$ cat config.mk
export PLATFORM = sky130hd
export DESIGN_NAME = eject_sink_monitor
export DESIGN_NICKNAME = d
export VERILOG_FILES = /design/src/rtl/eject_sink_monitor.sv
export SDC_FILE = /design/constraint.sdc
export NUM_CORES = 1
export LEC_CHECK = 0
export ABC_AREA = 0
export CAP_MARGIN = 0
export CORE_MARGIN = 8
export CORE_UTILIZATION = 52
export CTS_CLUSTER_DIAMETER = 50
export DETAILED_ROUTE_END_ITERATION = 12
export PLACE_DENSITY = 0.81
export SLEW_MARGIN = 30
export SYNTH_ARGS = -nofsm -noshare
export SYNTH_HDL_FRONTEND = slang
export SYNTH_SLANG_ARGS = --single-unit
export TNS_END_PERCENT = 10
$ cat constraint.sdc
create_clock -name clk -period 2.19 [get_ports clk]
set_input_delay 0.438 -clock clk [delete_from_list [all_inputs] [get_ports clk]]
set_output_delay 0.438 -clock clk [all_outputs]
set_load 0.01 [all_outputs]
$ cat src/rtl/eject_sink_monitor.sv
// Eject-port sink: programmable back-pressure, packet framing and handshake
// checking, flit/packet counters and a no-progress watchdog.
module eject_sink_monitor #(
  parameter int unsigned DW         = 32,
  parameter int unsigned BP_PERIOD  = 50,
  parameter int unsigned WDOG_LIMIT = 10000,
  parameter int unsigned CNT_W      = 32
) (
  input  logic             clk,
  input  logic             rstn,
  input  logic [DW-1:0]    data_i,
  input  logic             valid_i,
  output logic             ready_o,
  input  logic             bp_en,
  output logic [CNT_W-1:0] flit_cnt_o,
  output logic [CNT_W-1:0] pkt_cnt_o,
  output logic             pkt_done_o,
  output logic             in_pkt_o,
  output logic             err_o,
  output logic [1:0]       err_code_o,
  output logic             stall_o
);

  localparam int unsigned BP_W = (BP_PERIOD > 1) ? $clog2(BP_PERIOD) : 1;
  localparam int unsigned WD_W = (WDOG_LIMIT > 0) ? $clog2(WDOG_LIMIT + 1) : 1;
  localparam logic [BP_W-1:0] BP_LAST = BP_W'(BP_PERIOD - 1);
  localparam logic [WD_W-1:0] WD_MAX  = WD_W'(WDOG_LIMIT);

  localparam logic [1:0] T_BODY   = 2'b00;
  localparam logic [1:0] T_HEAD   = 2'b01;
  localparam logic [1:0] T_TAIL   = 2'b10;
  localparam logic [1:0] T_SINGLE = 2'b11;

  localparam logic [1:0] E_ORPHAN = 2'd1;
  localparam logic [1:0] E_NESTED = 2'd2;
  localparam logic [1:0] E_HSHAKE = 2'd3;

  typedef enum logic {
    IDLE   = 1'b0,
    IN_PKT = 1'b1
  } state_t;

  state_t          state_q, state_d;
  logic [BP_W-1:0] bp_cnt_q;
  logic            phase_q, phase_d;
  logic            acc;
  logic [1:0]      ftype;
  logic            pkt_end;
  logic            frame_err;
  logic [1:0]      frame_code;
  logic            stall_q;
  logic [DW-1:0]   data_q;
  logic            hs_err;
  logic [WD_W-1:0] wd_cnt_q;

  assign acc      = valid_i & ready_o;
  assign ftype    = data_i[DW-1:DW-2];
  assign in_pkt_o = (state_q == IN_PKT);

  // Phase flips when the back-pressure counter wraps.
  always_comb begin
    phase_d = phase_q;
    if (bp_cnt_q == BP_LAST) begin
      phase_d = ~phase_q;
    end
  end

  // Free-running back-pressure counter and phase; ready is registered so it
  // never depends on valid_i.
  always_ff @(posedge clk or negedge rstn) begin
    if (!rstn) begin
      bp_cnt_q <= '0;
      phase_q  <= 1'b0;
      ready_o  <= 1'b0;
    end else begin
      if (bp_cnt_q == BP_LAST) begin
        bp_cnt_q <= '0;
      end else begin
        bp_cnt_q <= bp_cnt_q + BP_W'(1);
      end
      phase_q <= phase_d;
      ready_o <= bp_en ? phase_d : 1'b1;
    end
  end

  // Framing decode: next state, packet completion and framing errors on accept.
  always_comb begin
    state_d    = state_q;
    pkt_end    = 1'b0;
    frame_err  = 1'b0;
    frame_code = '0;
    if (acc) begin
      case (state_q)
        IDLE: begin
          case (ftype)
            T_HEAD:   state_d = IN_PKT;
            T_SINGLE: pkt_end = 1'b1;
            default: begin
              frame_err  = 1'b1;
              frame_code = E_ORPHAN;
            end
          endcase
        end
        IN_PKT: begin
          case (ftype)
            T_BODY: state_d = IN_PKT;
            T_TAIL: begin
              state_d = IDLE;
              pkt_end = 1'b1;
            end
            T_HEAD: begin
              // Old packet is dropped uncounted; the new head opens a packet.
              state_d    = IN_PKT;
              frame_err  = 1'b1;
              frame_code = E_NESTED;
            end
            default: begin
              state_d    = IDLE;
              pkt_end    = 1'b1;
              frame_err  = 1'b1;
              frame_code = E_NESTED;
            end
          endcase
        end
        default: state_d = IDLE;
      endcase
    end
  end

  // Framing state register.
  always_ff @(posedge clk or negedge rstn) begin
    if (!rstn) begin
      state_q <= IDLE;
    end else begin
      state_q <= state_d;
    end
  end

  // Capture the offered flit on every stalled cycle for the stability check.
  always_ff @(posedge clk or negedge rstn) begin
    if (!rstn) begin
      stall_q <= 1'b0;
      data_q  <= '0;
    end else begin
      stall_q <= valid_i & ~ready_o;
      if (valid_i & ~ready_o) begin
        data_q <= data_i;
      end
    end
  end

  // After a stall the sender must keep valid high with unchanged data.
  assign hs_err = stall_q & (~valid_i | (data_i != data_q));

  // Latch the first error only; a handshake violation outranks framing.
  always_ff @(posedge clk or negedge rstn) begin
    if (!rstn) begin
      err_o      <= 1'b0;
      err_code_o <= '0;
    end else if (!err_o && (hs_err || frame_err)) begin
      err_o      <= 1'b1;
      err_code_o <= hs_err ? E_HSHAKE : frame_code;
    end
  end

  // Flit/packet counters (wrap naturally) and the packet-done pulse.
  always_ff @(posedge clk or negedge rstn) begin
    if (!rstn) begin
      flit_cnt_o <= '0;
      pkt_cnt_o  <= '0;
      pkt_done_o <= 1'b0;
    end else begin
      if (acc) begin
        flit_cnt_o <= flit_cnt_o + CNT_W'(1);
      end
      if (pkt_end) begin
        pkt_cnt_o <= pkt_cnt_o + CNT_W'(1);
      end
      pkt_done_o <= pkt_end;
    end
  end

  // Watchdog: count no-progress cycles inside a packet, saturating.
  always_ff @(posedge clk or negedge rstn) begin
    if (!rstn) begin
      wd_cnt_q <= '0;
    end else if (acc || (state_q == IDLE)) begin
      wd_cnt_q <= '0;
    end else if (wd_cnt_q != WD_MAX) begin
      wd_cnt_q <= wd_cnt_q + WD_W'(1);
    end
  end

  // Sticky stall flag once the watchdog saturates.
  always_ff @(posedge clk or negedge rstn) begin
    if (!rstn) begin
      stall_o <= 1'b0;
    end else if (wd_cnt_q == WD_MAX) begin
      stall_o <= 1'b1;
    end
  end

endmodule

==> results.py <==
metrics = {
    "status": {
        "outcome": "complete, no violations",
    },
    "drt": {
        "drtAntennaViolNets": 0,
        "viasPerCell": 5.37,
        "num_vias": 4198,
        "drt_wl_total_um": 13300,
        "wire_per_inst_um": 17.0,
        "drt-initial-drc-count": 295,
        "drc": 0,
        "firstDrtPassIters": 4,
    },
    "synthesis": {
        "async_reset_ff_share_pct": 100,
        "ys_seq_area_share_pct": 54.1,
        "synth_most_common_cell": "dfrtp_1",
        "synth.top_cell.area_share_pct": 54.1,
        "syn-num-nets": 529,
        "yosys-top-cells-area": "dfrtp_1 54%, xnor2_1 8.3%, xor2_1 8.0%, mux2_2 6.4%, nand2_1 2.5%",
        "synth_seq_cells": 125,
        "yosysTopAreaCell": "dfrtp_1",
        "syn_area_per_cell_um2": 11.9,
        "synth-edff-count": 0,
        "yosysWarnings": 0,
        "synth_cell_type_count": 44,
        "synth_common_cells": "125 x dfrtp_1, 55 x xnor2_1, 53 x xor2_1",
        "synth_flop_cell": "dfrtp_1",
        "syn_inst": 487,
        "synth_area_um2": 5780,
    },
    "power": {
        "cellPowerDensity_nw_per_um2": 793,
        "peakVddDrop_mv": 0.525,
        "leakagePower_nw": 3.37,
    },
    "clock_tree": {
        "post_cts_resized": 0,
        "clk_pin_slew_ns": 0.05,
        "ctsHoldBuffers": 1,
        "cts_inserted_buffers": 17,
        "cts_tree": "done",
        "postCtsSetupRepairBufs": 0,
        "cts_buffer_depth": 2,
        "cts_root_buf": "clkbuf_8",
        "htreeDepth": 4,
        "clock_sinks": 125,
        "clock_latency_ns": 0.51,
    },
    "setup_path": {
        "crit_family": "buffers and inverters",
        "cp.required_ns": 1.75,
        "critPathSlowestCell": "clkdlybuf4s50_1",
        "critical_path_depth": 1,
        "criticalPathCategory": "register to primary output",
        "cp-start-kind": "register",
        "arrival_ns": 1.69,
        "max_stage_delay_ns": 0.65,
        "path_cells": "clkdlybuf4s50_1",
        "r2r_cells": 6,
        "path_buf_inv": 1,
        "path_max_fanout": 9,
        "end_kind": "primary output",
    },
    "placed_design": {
        "port_buffers": 106,
        "place.gp.congestion": 0.829,
        "dp_hpwl_um": 9420,
        "pre_cts_ws_ns": -0.139,
    },
    "global_route": {
        "grt_pass1_wl_um": 22100,
        "grt_usage_pct": 18.7,
        "grt_remaining_overflow": 0,
        "grt_max_degree": 66,
        "antenna_found_initial": 0,
        "grt_pass1_vias": 4495,
    },
    "die": {
        "core-area_um2": 10800,
        "ios": 107,
        "die_w_um": 121,
        "rows": 38,
        "initial_core_util_pct": 53.3,
        "die_area_um2": 14700,
        "dieHeight_um": 121,
    },
    "layout": {
        "syn_to_final_growth_pct": 34.4,
        "final_core_util_pct": 71.7,
        "drive_gt1_share_pct": 16.0,
        "fill_cells": 770,
        "layout.nets": 672,
        "num_antenna_cells": 0,
    },
    "sta": {
        "hold_violations": 0,
        "tightest_slew_ns": 0.451,
        "grt_setup_unrepaired": "false",
        "finalCritPeriodShare_pct": 97.3,
        "drv_slew": 0,
        "skew_ns": 0.00669,
        "final.min_clock_period_ns": 2.13,
        "relSlewSlack_pct": 69.7,
        "fmax_ghz": 0.469,
        "setup_violations": 0,
        "timing.final.ws_setup_ns": 0.0594,
    },
    "hold_path": {
        "hold_class": "input pin to asynchronous set/reset pin",
    },
    "run": {
        "drv_cap": 0,
    },
}
==> cells in the final DEF (no fill, tap or decap), types with 9 or more instances in the layout <==
| master | instances |
|---|---|
| dfrtp_1 | 125 |
| clkdlybuf4s50_1 | 105 |
| xnor2_1 | 55 |
| xor2_1 | 53 |
| nand2_1 | 39 |
| mux2_2 | 33 |
| nand3_1 | 28 |
| nor2_1 | 26 |
| buf_4 | 23 |
| nand4_1 | 20 |
| clkbuf_16 | 16 |
| and3_1 | 10 |
| nor4_1 | 9 |
==> sequential cells by signal, summed over array words and instances (netlist names) <==
signal	cells
ready_o	1
stall_o	1
stall_q	1
wd_cnt_q	14
err_o	1
err_code_o	2
phase_q	1
bp_cnt_q	6
data_q	32
in_pkt_o	1
pkt_done_o	1
pkt_cnt_o	32
flit_cnt_o	32
==> logic make-up after synthesis <==
group	after synthesis	share of synthesized area [%]
buffers and inverters	16	1.21
multiplexers	33	6.43
adder cells (fa/ha/maj)	6	1.30
XOR/XNOR	108	16.4
AND/OR/NAND/NOR	173	17.5
flip-flops	125	54.1
AO/OA/AOI/OAI	26	3.05
==> area by class of cell <==
type,count,area (um^2),area share (%)
timing repair buffer,132,1290,16.7
tap,140,175,2.26
clock buffer,24,470,6.06
clock inverter,7,87.6,1.13
sequential,125,3130,40.3
inverter,8,30.0,0.387
multi-input combinational,346,2580,33.2
==> per-stage QoR <==
| step | TNS [ns] | power [mW] | area, um^2 | std cells | hold WS, ns |
|---|---|---|---|---|---|
| 6_report | 0 | 6.16 | 7770 | 782 | 0.418 |
| 2_1_floorplan | 0 | 3.10 | 5780 | 487 | 0.142 |
| 3_3_place_gp | -0.691 | 3.51 | 7200 | 750 | 0.413 |
| 3_5_place_dp | -1.78 | 3.56 | 7200 | 750 | 0.415 |
| 5_1_grt | 0 | 6.41 | 7770 | 782 | 0.437 |
| 4_1_cts | 0 | 6.21 | 7770 | 782 | 0.414 |
==> where the power goes <==
group,switching (mW),total [mW],internal (mW)
Clock,0.936,2.63,1.69
Sequential,0.202,2.70,2.49
Combinational,0.369,0.828,0.460
Total,1.51,6.16,4.65
==> per-layer routing <==
metal  wire length, um  part of all wire, %  up-vias  global-route usage [%]
li1                  -                    -     1987                       -
met1              5430                   41     2105                    22.2
met2              7080                   53       91                    31.5
met3               661                  5.0       15                    6.10
met4               157                  1.2        0                    6.25
met5                 0                    0        -                       0
==> worst paths after layout <==
kind,from,to,slack (ns)
setup / recovery,in_pkt_o,in_pkt_o,0.06
hold / removal,rstn,flit_cnt_o[18],0.42
setup reg to reg,ready_o,pkt_cnt_o[20],0.36
hold reg to reg,phase_q,phase_q,0.47
max in group asynchronous,rstn,pkt_cnt_o[15],1.09
min in group clk,phase_q,phase_q,0.47
No activity file was read; power rests on OpenSTA's default activity.
